==> config.mk <==
export PLATFORM = sky130hd
export DESIGN_NAME = cpu_controller
export DESIGN_NICKNAME = d
export VERILOG_FILES = /design/src/rtl/cpu_pkg.sv /design/src/rtl/cpu_decoder.sv /design/src/rtl/cpu_controller.sv
export SDC_FILE = /design/constraint.sdc
export NUM_CORES = 1
export LEC_CHECK = 0
export BUFFER_PORTS_ARGS = -buffer_cell sky130_fd_sc_hd__buf_2
export CORE_MARGIN = 2
export CORE_UTILIZATION = 48
export DETAILED_ROUTE_END_ITERATION = 10
export PLACE_DENSITY_LB_ADDON = 0.15
export RECOVER_POWER = 50
export SLEW_MARGIN = 0
export SYNTH_ARGS = -nofsm -noshare
export SYNTH_HDL_FRONTEND = slang
export SYNTH_SLANG_ARGS = --single-unit
==> constraint.sdc <==
create_clock -name clk -period 4.1 [get_ports clk]
set_input_delay 0.205 -clock clk [delete_from_list [all_inputs] [get_ports clk]]
set_output_delay 0.205 -clock clk [all_outputs]
set_load 0.05 [all_outputs]
==> src/rtl/cpu_pkg.sv <==
// Shared types and encodings for the multicycle CPU controller.
package cpu_pkg;

  localparam int unsigned IR_W     = 16;
  localparam int unsigned REG_AW   = 3;
  localparam int unsigned OPC_W    = 3;
  localparam int unsigned OP_W     = 2;
  localparam int unsigned SH_W     = 2;
  localparam int unsigned VSEL_W   = 2;
  localparam int unsigned IMM8_W   = 8;

  typedef enum logic [2:0] {
    S_WAIT      = 3'd0,
    S_DECODE    = 3'd1,
    S_GET_A     = 3'd2,
    S_GET_B     = 3'd3,
    S_ALU       = 3'd4,
    S_WRITE_REG = 3'd5,
    S_WRITE_IMM = 3'd6
  } state_t;

  localparam logic [OPC_W-1:0] OPC_MOV = 3'b110;
  localparam logic [OPC_W-1:0] OPC_ALU = 3'b101;

  localparam logic [OP_W-1:0] OP_MOV_IMM = 2'b10;
  localparam logic [OP_W-1:0] OP_MOV_REG = 2'b00;

  localparam logic [OP_W-1:0] ALU_ADD = 2'b00;
  localparam logic [OP_W-1:0] ALU_SUB = 2'b01;
  localparam logic [OP_W-1:0] ALU_AND = 2'b10;
  localparam logic [OP_W-1:0] ALU_MVN = 2'b11;

  localparam logic [VSEL_W-1:0] VSEL_C   = 2'b00;
  localparam logic [VSEL_W-1:0] VSEL_IMM = 2'b10;

endpackage

==> src/rtl/cpu_decoder.sv <==
// Combinational instruction decode: field extraction, class flags and sign-extended im8.
module cpu_decoder
  import cpu_pkg::*;
#(
  parameter int unsigned K = 16
) (
  input  logic [IR_W-1:0]   ir_i,
  output logic [OP_W-1:0]   op_o,
  output logic [REG_AW-1:0] rn_o,
  output logic [REG_AW-1:0] rd_o,
  output logic [SH_W-1:0]   sh_o,
  output logic [REG_AW-1:0] rm_o,
  output logic              mov_imm_o,
  output logic              mov_reg_o,
  output logic              alu_class_o,
  output logic              is_cmp_o,
  output logic              invalid_o,
  output logic [K-1:0]      sximm8_o
);

  logic [OPC_W-1:0]  opcode;
  logic [IMM8_W-1:0] im8;

  assign opcode = ir_i[15:13];
  assign op_o   = ir_i[12:11];
  assign rn_o   = ir_i[10:8];
  assign rd_o   = ir_i[7:5];
  assign sh_o   = ir_i[4:3];
  assign rm_o   = ir_i[2:0];
  assign im8    = ir_i[7:0];

  assign mov_imm_o   = (opcode == OPC_MOV) && (op_o == OP_MOV_IMM);
  assign mov_reg_o   = (opcode == OPC_MOV) && (op_o == OP_MOV_REG);
  assign alu_class_o = (opcode == OPC_ALU);
  assign is_cmp_o    = alu_class_o && (op_o == ALU_SUB);
  assign invalid_o   = !(mov_imm_o || mov_reg_o || alu_class_o);

  // Signed cast widens by replicating im8[7].
  assign sximm8_o = K'($signed(im8));

endmodule

==> src/rtl/cpu_controller.sv <==
// Multicycle controller: latches an instruction and sequences datapath/ALU control one step per clock.
module cpu_controller
  import cpu_pkg::*;
#(
  parameter int unsigned k = 16
) (
  input  logic              clk,
  input  logic              reset,
  input  logic              s,
  input  logic              load,
  input  logic [IR_W-1:0]   in,
  output logic              w,
  output logic [REG_AW-1:0] readnum,
  output logic [REG_AW-1:0] writenum,
  output logic              write,
  output logic              loada,
  output logic              loadb,
  output logic              loadc,
  output logic              loads,
  output logic              asel,
  output logic              bsel,
  output logic [VSEL_W-1:0] vsel,
  output logic [SH_W-1:0]   shift,
  output logic [OP_W-1:0]   aluop,
  output logic [k-1:0]      sximm8
);

  state_t            state_q, state_d;
  logic [IR_W-1:0]   ir_q, ir_d;

  logic [OP_W-1:0]   op;
  logic [REG_AW-1:0] rn, rd, rm;
  logic [SH_W-1:0]   sh;
  logic              mov_imm, mov_reg, alu_class, is_cmp, invalid;

  cpu_decoder #(.K(k)) u_dec (
    .ir_i        (ir_q),
    .op_o        (op),
    .rn_o        (rn),
    .rd_o        (rd),
    .sh_o        (sh),
    .rm_o        (rm),
    .mov_imm_o   (mov_imm),
    .mov_reg_o   (mov_reg),
    .alu_class_o (alu_class),
    .is_cmp_o    (is_cmp),
    .invalid_o   (invalid),
    .sximm8_o    (sximm8)
  );

  // IR only accepts a new word while idle; the same edge may also start decode.
  assign ir_d = ((state_q == S_WAIT) && load) ? in : ir_q;

  always_ff @(posedge clk) begin
    if (reset) begin
      state_q <= S_WAIT;
      ir_q    <= '0;
    end else begin
      state_q <= state_d;
      ir_q    <= ir_d;
    end
  end

  always_comb begin
    state_d  = state_q;
    w        = 1'b0;
    readnum  = '0;
    writenum = '0;
    write    = 1'b0;
    loada    = 1'b0;
    loadb    = 1'b0;
    loadc    = 1'b0;
    loads    = 1'b0;
    asel     = 1'b0;
    bsel     = 1'b0;
    vsel     = VSEL_C;
    shift    = '0;
    aluop    = ALU_ADD;

    unique case (state_q)
      S_WAIT: begin
        w = 1'b1;
        if (s) state_d = S_DECODE;
      end
      S_DECODE: begin
        if (invalid)      state_d = S_WAIT;
        else if (mov_imm) state_d = S_WRITE_IMM;
        else if (mov_reg) state_d = S_GET_B;
        else if (alu_class) state_d = S_GET_A;
        else              state_d = S_WAIT;
      end
      S_GET_A: begin
        readnum = rn;
        loada   = 1'b1;
        state_d = S_GET_B;
      end
      S_GET_B: begin
        readnum = rm;
        loadb   = 1'b1;
        shift   = sh;
        state_d = S_ALU;
      end
      S_ALU: begin
        // MOV reg passes shifted Rm through as 0 + B; CMP only updates status.
        shift   = sh;
        asel    = mov_reg;
        aluop   = mov_reg ? ALU_ADD : op;
        loadc   = !is_cmp;
        loads   = is_cmp;
        state_d = is_cmp ? S_WAIT : S_WRITE_REG;
      end
      S_WRITE_REG: begin
        vsel     = VSEL_C;
        writenum = rd;
        write    = 1'b1;
        state_d  = S_WAIT;
      end
      S_WRITE_IMM: begin
        vsel     = VSEL_IMM;
        writenum = rn;
        write    = 1'b1;
        state_d  = S_WAIT;
      end
      default: state_d = S_WAIT;
    endcase
  end

endmodule
* Word-level counts from Yosys, hierarchy flattened *
Index checks and enable logic that the tools add are counted.
Widths: inputs -> output; s select.

cells by class
  add/subtract/negate cells = 0
  bitwise gates (word level) = 0
  reduce and logical (&&, ||, !) cells = 11
  shifts and indexed selects = 0
  divide/modulo/power cells = 0
  $mul = 0
  mux-type cells = 20
  $lt $le $gt $ge = 0
  equal/unequal tests = 11

operators with widths
  operator            number
  $eq 3x3->1 const B  5
  $pmux 3 s5          1
  $mux 2              6
  $mux 3              4
  $pmux 3 s2          2
  $mux 1              7
  $eq 3x2->1 const B  2
  $logic_and 1x1->1   4
  $reduce_or 2->1     2
  $eq 3x1->1 const B  1
  $logic_not 3->1     1
  $eq 2x1->1 const B  1
  $eq 2x2->1 const B  1
  $logic_not 2->1     1
  $logic_or 1x1->1    2
  $ne 2x2->1 const B  1
  $logic_not 1->1     1

word-level totals
  logic and storage cells = 44
  bits in read-only memories = 0
  output and inout bits = 36
  RAM bits = 0
  memories = 0
  flip-flop bits (word level) = 19
  input bits = 20
  bits in latches = 0

* Longest topological paths before layout *
  depth in word-level cells = 6
  mapped depth = 5
  gate-level depth less buffers = 3

* Modules after synthesis *
A second synthesis with hierarchy kept.

second synthesis, totals
  cell total of the unflattened synthesis = 161
  area total of the unflattened synthesis = 1226.2 µm²

by module, submodules not included
  module          cells each  seq. area each (µm²)  instances  area an instance (µm²)
  cpu_controller  125         380.4                 1          952.2
  cpu_decoder     36          0.0                   1          274.0

* Least setup slack after synthesis *
No wires, ideal clock.

  path kind = flip-flop to output port
  from = register state_q[2]
  to = output port loads
  path buffers = 1
  setup slack = 1.481 ns
  arrival time = 2.414 ns
  stages on the path, launching flop included = 4
  cells stage by stage = dfxtp_1 or3b_1 buf_2 nor4_1

on the way
  cells in the longest elaborated chain, start to end = 2

RTL lines
  element                   RTL line              text
  start: declaration        cpu_controller.sv:28  state_t state_q, state_d;
  start signal: assignment  cpu_controller.sv:59  state_q <= state_d;
  $eq 3x3->1                cpu_controller.sv:80  unique case (state_q)
  $mux 1                    cpu_controller.sv:80
  end: declaration          cpu_controller.sv:19  output logic loads,

No other way between the ends.

* Worst setup path in the final report *
Ends and elaborated chain as after synthesis.

==> flow_summary.toml <==
[min_path]
hp-class = "in2reg"
hp-start = "in[8]"

[sta]
grt_setup_unrepaired = "false"
finalSetupTns_ns = 0
max_freq_mhz = 457
final_max_slew_viol_count = 0
slew_headroom_pct = 46.6
min_period_over_period_pct = 53.4
final-setup-viol-count = 0
hold_ws_ns = 0.137
finalHoldViolCount = 0
worst_pin_slew_ns = 0.798
worst_clock_skew_ns = 0.00367
period_minus_slack_ns = 2.19

[run_status]
run_status = "finished, final reports clean"

[routing]
num_vias = 1032
finalWirelength_microns = 2450
ant_nets = 0
drc = 0
wl_per_cell_microns = 12.1
routed_via_density = 5.11
drt_iter0_drc = 26
dr.pass1.iters = 4

[synth]
seq_area_frac_synth_pct = 34.7
ys_warn_count = 0
synth_cell_types = 27
ys_ff_latch = 19
synth_area_sq_um = 1090
syn_inst = 143
avgSynthCellArea_sq_um = 7.66

[critical_path]
timing.rr.start = "state_q[2]$_SDFFE_PP0P_"
arrival_ns = 1.98
crit_fanout = 14
cp-startpoint = "state_q[2]$_SDFFE_PP0P_"
r2r_slack_ns = 2.41
end_kind = "output pin"
cp-start-kind = "flip-flop"
crit_required_ns = 3.89
path_class = "reg2out"

[pwr]
peakVddDrop_mv = 0.209
p_per_area_nw_per_um2 = 323
p_leak_nw = 0.526

[clocking]
cts_max_path_buffers = 2
root_buffer = "clkbuf_4"
post-cts-setup-buffer-count = 0
htreeDepth = 1
tritoncts = "done"
postCtsResizedCells = 0
ctsHoldBuffers = 0
cts.sinks = 19
clk_pin_slew_ns = 0.11
numCtsBuffers = 3
insertion_delay_ns = 0.29

[grt]
globalRoute.totalOverflow = 0
grt_pass1_vias = 838
antenna_found_initial = 0
track_usage_pct = 19.0
grt_max_degree = 18
grt_pass1_wl_microns = 3710

[layout]
nNetsFinal = 195
final_cells = 202
postLayoutCoreUtil_pct = 55.3
drive_gt1_share_pct = 23.0
syn_to_final_growth_pct = 10.6
final_area_sq_um = 1210
final_cell_mix = "buf_2 (36), nand2_1 (34), dfxtp_1 (19)"
layout_commonest_cell = "buf_2"
antenna_cells = 0

[die]
die_area_sq_um = 2680
fp.dieH_microns = 51.8
start_util_pct = 50.0
ios = 56
num_rows = 17
core_area_sq_um = 2190
die_x_microns = 51.8

[flow_run]
maxCapViolCount = 0

[placed_design]
hpwl_microns = 1830
port_buffers = 53
placed_area_sq_um = 1210
dp_cells = 198
place.gp.congestion = 0.860
metal layers:
metal  up-vias  GRT usage, %  wire, microns
li1        530             -              -
met1       469          22.9           1050
met2        31          31.4           1270
met3         2          4.02            119
met4         0          10.5             14
met5         -             0              0
final timing paths:
kind                                              to  depth (start not counted)
worst min register to register  ir_q[4]$_SDFFE_PP0P_                          2
worst min-delay path            ir_q[8]$_SDFFE_PP0P_                          3
worst max-delay path                           loads                          3
worst max register to register  ir_q[1]$_SDFFE_PP0P_                          3
cell type report:
cell class | instances | area (sq um)
fillers | 234 | 980
multi-input cells | 95 | 514
flip-flops and latches | 19 | 380
repair buffers | 53 | 244
well taps | 28 | 35.0
clock buffers | 4 | 26.3
inverters | 3 | 11.3
per-stage QoR:
| step | setup WS [ns] | total power [W] |
|---|---|---|
| 6_report | 1.91 | 0.000391 |
| 5_1_grt | 1.76 | 0.000415 |
| 4_1_cts | 1.89 | 0.000399 |
| 3_5_place_dp | 2.23 | 0.000305 |
| 3_3_place_gp | 2.28 | 0.000303 |
| 2_1_floorplan | 1.48 | 0.000296 |
critical path, stage by stage (launching register included):
cell and delay (ns):
dfxtp_1 0.63, or3b_1 0.49, nor4_1 0.27, buf_2 0.30
sequential cells by signal (all words and copies together) (netlist names):
name and flops:
state_q 3, ir_q 16
power breakdown:
group          switching, W  internal [W]
Combinational     0.0000676     0.0000229
Clock             0.0000556     0.0000378
Sequential        0.0000120      0.000195
logic make-up (layout without fill, tap and decap cells):
family	Yosys count	count (layout)	share of synthesized area [%]
and+or+nand+nor	62	62	28.1
AOI/OAI and AO/OA	31	31	18.7
buffers and inverters	30	60	18.1
DFF	19	19	34.7
other	1	2	0.343
Yosys cell counts, drive strengths merged:
cell type,instances,share of area [%]
o211a,1,0.91
nand2b,2,1.1
a22oi,3,2.1
a311oi,1,0.80
nor4b,1,2.2
conb,1,0.34
clkbuf,2,0.69
a31oi,1,1.1
a22o,3,2.4
or4b,1,0.91
o31a,2,1.6
a211oi,1,0.69
nor4,4,2.3
nor2,7,2.4
buf,25,16
dfxtp,19,35
o21ai,1,0.46
nand2,34,12
and2,4,2.3
nor2b,4,2.3
inv,3,1.0
or3b,2,1.6
nor3,3,1.4
o21a,2,1.4
a21oi,16,7.3
Note: power is estimated with default switching activity, not from simulation.
